`src/rtl/transmit_scheduler_pkg.sv`:
```
// Shared types and constants for the transmit slot scheduler.
// Beat layout: bit 8 marks end-of-frame, bits 7:0 carry the byte.
package transmit_scheduler_pkg;

    localparam int unsigned BEAT_WIDTH  = 9;
    localparam int unsigned EOF_BIT     = 8;
    localparam int unsigned COUNT_WIDTH = 16;

    typedef enum logic [1:0] {
        S_IDLE     = 2'd0,
        S_TRANSFER = 2'd1,
        S_RELEASE  = 2'd2
    } state_t;

    // Index width that stays at least one bit wide for single-entry ranges.
    function automatic int unsigned width_of(input int unsigned n);
        return (n > 1) ? $clog2(n) : 1;
    endfunction

endpackage

```
`src/rtl/transmit_slot_scheduler_picker.sv`:
```
// Rotated-priority search: first requester strictly after pointer, wrapping,
// with the pointer's own slot searched last.
module round_robin_picker
    import transmit_scheduler_pkg::*;
#(
    parameter int unsigned SLOTS = 4,
    parameter int unsigned PTR_W = width_of(SLOTS)
) (
    input  logic [SLOTS-1:0] request,
    input  logic [PTR_W-1:0] pointer,
    output logic             hit,
    output logic [PTR_W-1:0] index
);

    logic [PTR_W-1:0] candidate;

    // Walk offsets from farthest to nearest so the nearest hit wins.
    always_comb begin
        hit       = 1'b0;
        index     = '0;
        candidate = '0;
        for (int off = int'(SLOTS); off > 0; off--) begin
            candidate = PTR_W'((int'(pointer) + off) % int'(SLOTS));
            if (request[candidate]) begin
                hit   = 1'b1;
                index = candidate;
            end
        end
    end

endmodule

```
`src/rtl/transmit_slot_scheduler.sv`:
```
// Round-robin, frame-granular scheduler sharing one registered beat stream between SLOTS sources.
// Optional completed-frame counter enabled by TRANSMIT_SLOT_SCHEDULER_STATS_EN.
module transmit_slot_scheduler
    import transmit_scheduler_pkg::*;
#(
    parameter int unsigned SLOTS          = 4,
    parameter int unsigned TIMEOUT_CYCLES = 255
) (
    input  logic                              clock,
    input  logic                              reset_n,
    input  logic [SLOTS-1:0]                  request,
    input  logic [SLOTS-1:0][BEAT_WIDTH-1:0]  data,
    input  logic [SLOTS-1:0]                  data_valid,
    output logic [SLOTS-1:0]                  grant,
    output logic [SLOTS-1:0]                  pop,
    output logic [BEAT_WIDTH-1:0]             out_data,
    output logic                              out_valid,
    input  logic                              out_ready,
    output logic                              timeout_abort,
    output logic [COUNT_WIDTH-1:0]            frame_count
);

    localparam int unsigned        PTR_W     = width_of(SLOTS);
    localparam int unsigned        IDLE_W    = width_of(TIMEOUT_CYCLES);
    localparam logic [PTR_W-1:0]   PTR_RESET = PTR_W'(SLOTS - 1);
    localparam logic [IDLE_W-1:0]  IDLE_LAST = IDLE_W'(TIMEOUT_CYCLES - 1);

    state_t                 state_q, state_d;
    logic [SLOTS-1:0]       grant_q, grant_d;
    logic [PTR_W-1:0]       owner_q, owner_d;
    logic [PTR_W-1:0]       rr_q, rr_d;
    logic [IDLE_W-1:0]      idle_q, idle_d;
    logic [BEAT_WIDTH-1:0]  out_data_q, out_data_d;
    logic                   out_valid_q, out_valid_d;
    logic                   abort_q, abort_d;

    logic                   pick_hit;
    logic [PTR_W-1:0]       pick_index;
    logic                   can_take;
    logic                   accept;
    logic                   beat_eof;

    round_robin_picker #(
        .SLOTS (SLOTS),
        .PTR_W (PTR_W)
    ) u_picker (
        .request (request),
        .pointer (rr_q),
        .hit     (pick_hit),
        .index   (pick_index)
    );

    always_ff @(posedge clock or negedge reset_n) begin
        if (!reset_n) begin
            state_q     <= S_IDLE;
            grant_q     <= '0;
            owner_q     <= '0;
            rr_q        <= PTR_RESET;
            idle_q      <= '0;
            out_data_q  <= '0;
            out_valid_q <= 1'b0;
            abort_q     <= 1'b0;
        end else begin
            state_q     <= state_d;
            grant_q     <= grant_d;
            owner_q     <= owner_d;
            rr_q        <= rr_d;
            idle_q      <= idle_d;
            out_data_q  <= out_data_d;
            out_valid_q <= out_valid_d;
            abort_q     <= abort_d;
        end
    end

    // Next-state, output stage and combinational pop.
    always_comb begin
        state_d     = state_q;
        grant_d     = grant_q;
        owner_d     = owner_q;
        rr_d        = rr_q;
        idle_d      = idle_q;
        out_data_d  = out_data_q;
        out_valid_d = out_valid_q;
        abort_d     = 1'b0;
        pop         = '0;
        accept      = 1'b0;
        can_take    = out_ready | ~out_valid_q;
        beat_eof    = data[owner_q][EOF_BIT];

        // Output register drains in every state unless refilled below.
        if (out_ready) begin
            out_valid_d = 1'b0;
        end

        unique case (state_q)
            S_IDLE: begin
                if (pick_hit) begin
                    grant_d = SLOTS'(1) << pick_index;
                    owner_d = pick_index;
                    idle_d  = '0;
                    state_d = S_TRANSFER;
                end
            end

            S_TRANSFER: begin
                accept       = data_valid[owner_q] & can_take;
                pop[owner_q] = accept;
                if (accept) begin
                    out_data_d  = data[owner_q];
                    out_valid_d = 1'b1;
                    idle_d      = '0;
                end else if (can_take) begin
                    idle_d = IDLE_W'(idle_q + 1'b1);
                end

                // A dropped request ends the grant quietly; only a live stall aborts.
                if ((accept && beat_eof) || !request[owner_q]) begin
                    grant_d = '0;
                    rr_d    = (SLOTS > 1) ? owner_q : '0;
                    state_d = S_RELEASE;
                end else if (!accept && can_take && idle_q == IDLE_LAST) begin
                    abort_d = 1'b1;
                    grant_d = '0;
                    rr_d    = (SLOTS > 1) ? owner_q : '0;
                    state_d = S_RELEASE;
                end
            end

            S_RELEASE: begin
                idle_d  = '0;
                state_d = S_IDLE;
            end

            default: begin
                grant_d = '0;
                state_d = S_IDLE;
            end
        endcase
    end

    assign grant         = grant_q;
    assign out_data      = out_data_q;
    assign out_valid     = out_valid_q;
    assign timeout_abort = abort_q;

`ifdef TRANSMIT_SLOT_SCHEDULER_STATS_EN
    logic                   eof_accept;
    logic [COUNT_WIDTH-1:0] frame_count_q;

    assign eof_accept = (|pop) & beat_eof;

    // Counts completed frames only; aborted or dropped frames never reach an accepted EOF.
    always_ff @(posedge clock or negedge reset_n) begin
        if (!reset_n) begin
            frame_count_q <= '0;
        end else if (eof_accept) begin
            frame_count_q <= COUNT_WIDTH'(frame_count_q + 1'b1);
        end
    end

    assign frame_count = frame_count_q;
`else
    assign frame_count = '0;
`endif

endmodule

```
`config.mk`:
```
export PLATFORM = sky130hd
export DESIGN_NAME = transmit_slot_scheduler
export DESIGN_NICKNAME = d
export VERILOG_FILES = /design/src/rtl/transmit_scheduler_pkg.sv /design/src/rtl/transmit_slot_scheduler_picker.sv /design/src/rtl/transmit_slot_scheduler.sv
export SDC_FILE = /design/constraint.sdc
export NUM_CORES = 1
export LEC_CHECK = 0
export ABC_CLOCK_PERIOD_IN_PS = 2300
export BUFFER_PORTS_ARGS = -buffer_cell sky130_fd_sc_hd__buf_2
export CAP_MARGIN = 0
export CORE_UTILIZATION = 30
export DETAILED_ROUTE_END_ITERATION = 16
export PLACE_DENSITY = 0.52
export SLEW_MARGIN = 20
export SYNTH_ARGS = -nofsm -noshare
export SYNTH_HDL_FRONTEND = slang
export SYNTH_HIERARCHICAL = 1
export SYNTH_SLANG_ARGS = --single-unit
```
`constraint.sdc`:
```
create_clock -name clock -period 2.3 [get_ports clock]
set_clock_uncertainty 0.1 [all_clocks]
set_input_delay 0.115 -clock clock [delete_from_list [all_inputs] [get_ports clock]]
set_output_delay 0.115 -clock clock [all_outputs]
set_load 0.05 [all_outputs]
```
==> Word level (Yosys, flattened, before mapping) <==
Index checks and enable logic that the tools add are counted.
{ "classes": {"eq_ne": 6, "n_shift": 1, "order_cmp": 6, "bitwise": 5, "n_reduce_logical": 16, "addsub": 5, "muxes": 45} }
{ "op_table": {"columns": ["operator", "n"], "rows": [
  ["$mux W8", 3],
  ["$pmux W8 S3", 1],
  ["$bmux W9 S2", 1],
  ["$mux W2", 9],
  ["$mux W1", 17],
  ["$mux W4", 4],
  ["$lt A2 B3 Y1 const B", 5],
  ["$bmux W1 S2", 6],
  ["$pmux W4 S3", 1],
  ["$mux W9", 1],
  ["$add A8 B1 Y8 const B", 1],
  ["$eq A8 B8 Y1 const B", 1],
  ["$reduce_and A2 Y1", 4],
  ["$ne A3 B3 Y1 const B", 2],
  ["$reduce_and A3 Y1", 2],
  ["$add A2 B1 Y2 const B", 2],
  ["$add A2 B2 Y2 const B", 2],
  ["$and A4 B4 Y4", 1],
  ["$logic_and A1 B1 Y1", 4],
  ["$pmux W2 S2", 1],
  ["$shl A1 B2 Y4 const A", 1],
  ["$reduce_bool A3 Y1", 1],
  ["$demux W1 S2", 1],
  ["$eq A2 B1 Y1 const B", 1],
  ["10 further kinds", 12]
]} }
{ "word_totals": {"regBits": 29, "input_bits": 47, "out_inout_bits": 35} }

==> Logic depth before layout (Yosys ltp) <==
{ "logic_depth": {"word_depth": 10, "mapped_depth": 7, "ltp_nobuf": 7} }

==> Cells and area by module <==
Netlist, hierarchy kept.
{ "by_module_without_submodules": {"columns": ["mod", "cells_each", "area_per_inst_um2", "seq_area_each_um2", "n_inst"], "rows": [
  ["transmit_slot_scheduler", 161, 1789.2, 728.2, 1],
  ["round_robin_picker", 14, 91.3, 0.0, 1]
]} }

==> Least setup slack after synthesis <==
Ideal clock, no wire load.
{ "synth_path": {"path_kind": "register to output", "start": "register owner_q[0]", "end": "output port pop[1]", "path_stages_with_launch": 6, "arrival_time_ns": 2.416, "slack_ns": -0.331, "required_time_ns": 2.085, "cell_sequence": "dfrtp_1 buf_6 mux4_2 nand3_1 buf_2 nor3b_1"} }
{ "synth_between": {"elab_chain_len": 6, "elab_cells_between_ends": 10, "classes_between": "order compare (2); mux (5); bitwise (2); reduce/logical (1)"} }
{ "synth_lines": {"columns": ["item", "line", "text"], "rows": [
  ["from (decl)", "transmit_slot_scheduler.sv:30", "logic [PTR_W-1:0] owner_q, owner_d;"],
  ["from (signal assigned)", "transmit_slot_scheduler.sv:66", "owner_q <= owner_d;"],
  ["$lt A2 B3 Y1 (not written as such) or $ge A2 B1 Y1 (tied branches)", "transmit_slot_scheduler.sv:107", "pop[owner_q] = accept;"],
  ["$logic_and A1 B1 Y1 (not written as such)", "transmit_slot_scheduler.sv:107", null],
  ["$mux W1 (not written as such)", "transmit_slot_scheduler.sv:107", null],
  ["$demux W1 S2", "transmit_slot_scheduler.sv:107", null],
  ["$and A4 B4 Y4 (no source line) *", null, null],
  ["$mux W4 *", "transmit_slot_scheduler.sv:95", "unique case (state_q)"],
  ["to (decl)", "transmit_slot_scheduler.sv:15", "output logic [SLOTS-1:0] pop,"]
]} }
Every way passes the cells marked *; elsewhere a longest branch is shown, timed or not. The select of a mux whose other input is x is not followed.

==> Worst setup path in the final report <==
{ "layout_path": {"start": "register owner_q[0]", "end": "register grant_q[3], in the netlist grant[3]"} }
{ "layout_between": {"elab_chain_len": 8, "elab_cells_between_ends": 17, "classes_between": "eq/ne (1); mux (8); bitwise (1); reduce/logical (7)"} }
{ "layout_lines": {"columns": ["item", "line", "text"], "rows": [
  ["$bmux W1 S2", "transmit_slot_scheduler.sv:106", "accept = data_valid[owner_q] & can_take;"],
  ["$mux W1 (not written as such)", "transmit_slot_scheduler.sv:106", null],
  ["$and A1 B1 Y1", "transmit_slot_scheduler.sv:106", null],
  ["$logic_not A1 Y1", "transmit_slot_scheduler.sv:121", "end else if (!accept && can_take && idle_q == IDLE_LAST) begin"],
  ["$logic_and A1 B1 Y1 (2 in a row)", "transmit_slot_scheduler.sv:121", null],
  ["$ne A3 B3 Y1 (no source line)", null, null],
  ["$reduce_and A3 Y1 (no source line)", null, null],
  ["to (signal assigned)", "transmit_slot_scheduler.sv:65", "grant_q <= grant_d;"],
  ["to (decl)", "transmit_slot_scheduler.sv:29", "logic [SLOTS-1:0] grant_q, grant_d;"]
]} }
Several ways; a longest one is shown, not always the timed one. The select of a mux whose other input is x is not followed.
A chain may end at the register's enable or synchronous reset.

==> impl_metrics.toml <==
[outcome]
status = "finished, final reports clean"

[route]
wl_met1_um = 1773
wl_met2_um = 2105
ant_nets = 0
drc = 0
vias = 1561
drt_iter0_markers = 36
topRoutingLayerUsed = "met4"
first_pass_iters = 4
vias_per_cell = 4.863
wl_per_cell_um = 13.26
drt_wl_total_um = 4256
wl_met3_um = 296

[clock_network]
clockBufferDepth = 2
tritoncts = "done"
cts_made_buffers = 5
root_buffer = "clkbuf_8"
path_clk_slew_ns = 0.07
cts_sinks = 29
clk_latency_ns = 0.29
htreeDepth = 2

[die]
ios = 82
die_w_um = 81.18
dieArea_um2 = 6589
fp.coreArea_um2 = 5991
rows = 28
initial_core_util = 0.3139
die_y_um = 81.18

[final_layout]
n_antenna_cell = 0
syn_to_final_growth_pct = 25.28
fillers = 612
design_area_um2 = 2356
drive_above_1_share = 0.4309
nNetsFinal = 294

[flow_run]
cap_violations = 0

[synth]
netlist.area_leader.share = 0.3593
synth_warnings = 6
synth_edf_count = 0
ys_seq_area_frac = 0.3872
ys_ff_latch = 29
synth_common_cells = "dfrtp_1, buf_4, a21oi_1, mux2_2, nand2_1"
synth_cell_types = 41
synthCells = 175
synth_area_um2 = 1881
syn_avg_cell_area_um2 = 10.75
synthArstFlopShare = 1.000
synth_most_common_cell = "dfrtp_1"
yosys.area.top_type = "dfrtp_1"
synth.top_cells.by_area = "dfrtp_1, mux4_1, mux2_2"
synth-main-ff-cell = "dfrtp_1"

[grt]
grt_pass1_vias = 1550
grt_antenna_before_repair = 0
grt_pass1_wl_um = 7341
grt_overflow = 0
grt_use_total = 0.1494
grt_max_degree = 30

[sta]
hold_violations = 0
tns_ns = 0
setup_slack_ns = 0.1372
layout_min_cycle_time_ns = 2.163
max_freq_mhz = 462.4
maxSlewHeadroom = 0.5593
rsz0062_at_grt = "no"
worst_slew_pin_slew_ns = 0.6610
finalMaxSlewViolations = 0
setup_viol = 0
fin_crit_sh = 0.9403

[pwr]
p_leak_uw = 0.001113
power_uw = 3111
power_density_nw_per_um2 = 1320
ir_drop_uv = 656.6

[placement]
place_hpwl_um = 3201
pre_cts_ws_ns = 0.1817
placed_cell_area_um2 = 2248
gp_congestion = 0.8415
place.port_buffers = 65

[critical_path]
arrival_ns = 2.22
required_ns = 2.36
critPathKind = "reg -> reg"
worst-path-max-fanout = 8
reg2reg_depth = 5
cp-start-kind = "flip-flop"
cp-end-kind = "flip-flop"

[min_path]
holdPathStages = 3
hold_class = "in -> reg"
==> placed cells by master (no fill, tap or decap), types with 3 or more instances in the layout <==
master | netlist | final
inv_1 | 7 | 7
o22ai_1 | 3 | 3
mux2_2 | 12 | 12
nand2b_1 | 6 | 6
dfrtp_1 | 27 | 26
a21oi_1 | 12 | 12
buf_4 | 16 | 5
o31ai_1 | 3 | 3
clkbuf_8 | 0 | 5
conb_1 | 1 | 16
buf_2 | 2 | 65
o21ai_0 | 7 | 7
nand2_1 | 12 | 12
nand3_1 | 5 | 5
mux4_2 | 5 | 5
nor2_1 | 7 | 7
mux4_1 | 6 | 6
or4_1 | 4 | 4
==> sequential cells by signal, indices dropped and copies added, names as in the netlist <==
| name | cells |
|---|---|
| grant | 4 |
| idle_q | 8 |
| out_data | 9 |
| out_valid | 1 |
| owner_q | 2 |
| rr_q | 2 |
| state_q | 2 |
| timeout_abort | 1 |
==> path summary, 6_finish.rpt <==
kind	slack, ns	end	from
worst max-delay path	0.14	grant[3]	owner_q[0]
worst max register to register	0.14	grant[3]	owner_q[0]
max in group asynchronous	1.34	owner_q[0]	reset_n
worst min-delay path	0.14	out_valid	out_ready
worst min register to register	0.39	out_data[8]	out_data[8]
min in group asynchronous	0.29	idle_q[3]	reset_n
==> logic make-up after synthesis <==
logic type | Yosys count | synth area share
compound gates | 33 | 0.1131
fa+ha+maj | 2 | 0.01330
buf+inv | 31 | 0.09914
flops | 29 | 0.3872
mux | 24 | 0.2209
other cells | 1 | 0.001994
simple gates | 55 | 0.1643
==> per-stage QoR <==
step / util / cells / hold WS, ns
3_5_place_dp: 0.3753 / 311 / 0.1086
6_report: 0.3933 / 321 / 0.1414
3_3_place_gp: 0.3753 / 311 / 0.09006
4_1_cts: 0.3920 / 321 / 0.1459
2_1_floorplan: - / 190 / -0.2806
5_1_grt: 0.3933 / 321 / 0.1744
==> critical path: stages, from the launching register on <==
cell and delay, ns:
dfrtp_2 0.41, mux4_2 0.51, buf_4 0.18, or4_1 0.52, nand3_1 0.19, o21ai_0 0.12
==> area by class of cell <==
| class | instances | area, um2 | share of cell area |
|---|---|---|---|
| clock buffer | 6 | 72.57 | 0.03080 |
| clock inverter | 2 | 10.01 | 0.004249 |
| inverter | 7 | 26.28 | 0.01115 |
| multi-input combinational | 130 | 1040 | 0.4413 |
| sequential | 29 | 729.5 | 0.3096 |
| tap | 75 | 93.84 | 0.03983 |
| timing repair buffer | 72 | 384.1 | 0.1630 |
==> report_power, final <==
part	total [uW]	switching [uW]	internal [uW]
registers	882	166	717
logic	1810	1120	692
clock network	415	206	209
==> per-layer routing <==
metal / GRT usage / vias up
met4: 0.06964 / 0
li1: - / 757
met3: 0.04494 / 7
met2: 0.2529 / 61
met1: 0.1719 / 736
met5: 0 / -
==> timing repair <==
item / 4_1_cts / 5_1_grt
gates resized for setup: 0 / 3
hold buffers: 1 / 0
gates cloned: 0 / 0
hold endpoints to repair: 27 / 0
setup endpoints to repair: 1 / 7
setup buffers: 1 / 0
No activity file was read; power rests on OpenSTA's default activity.
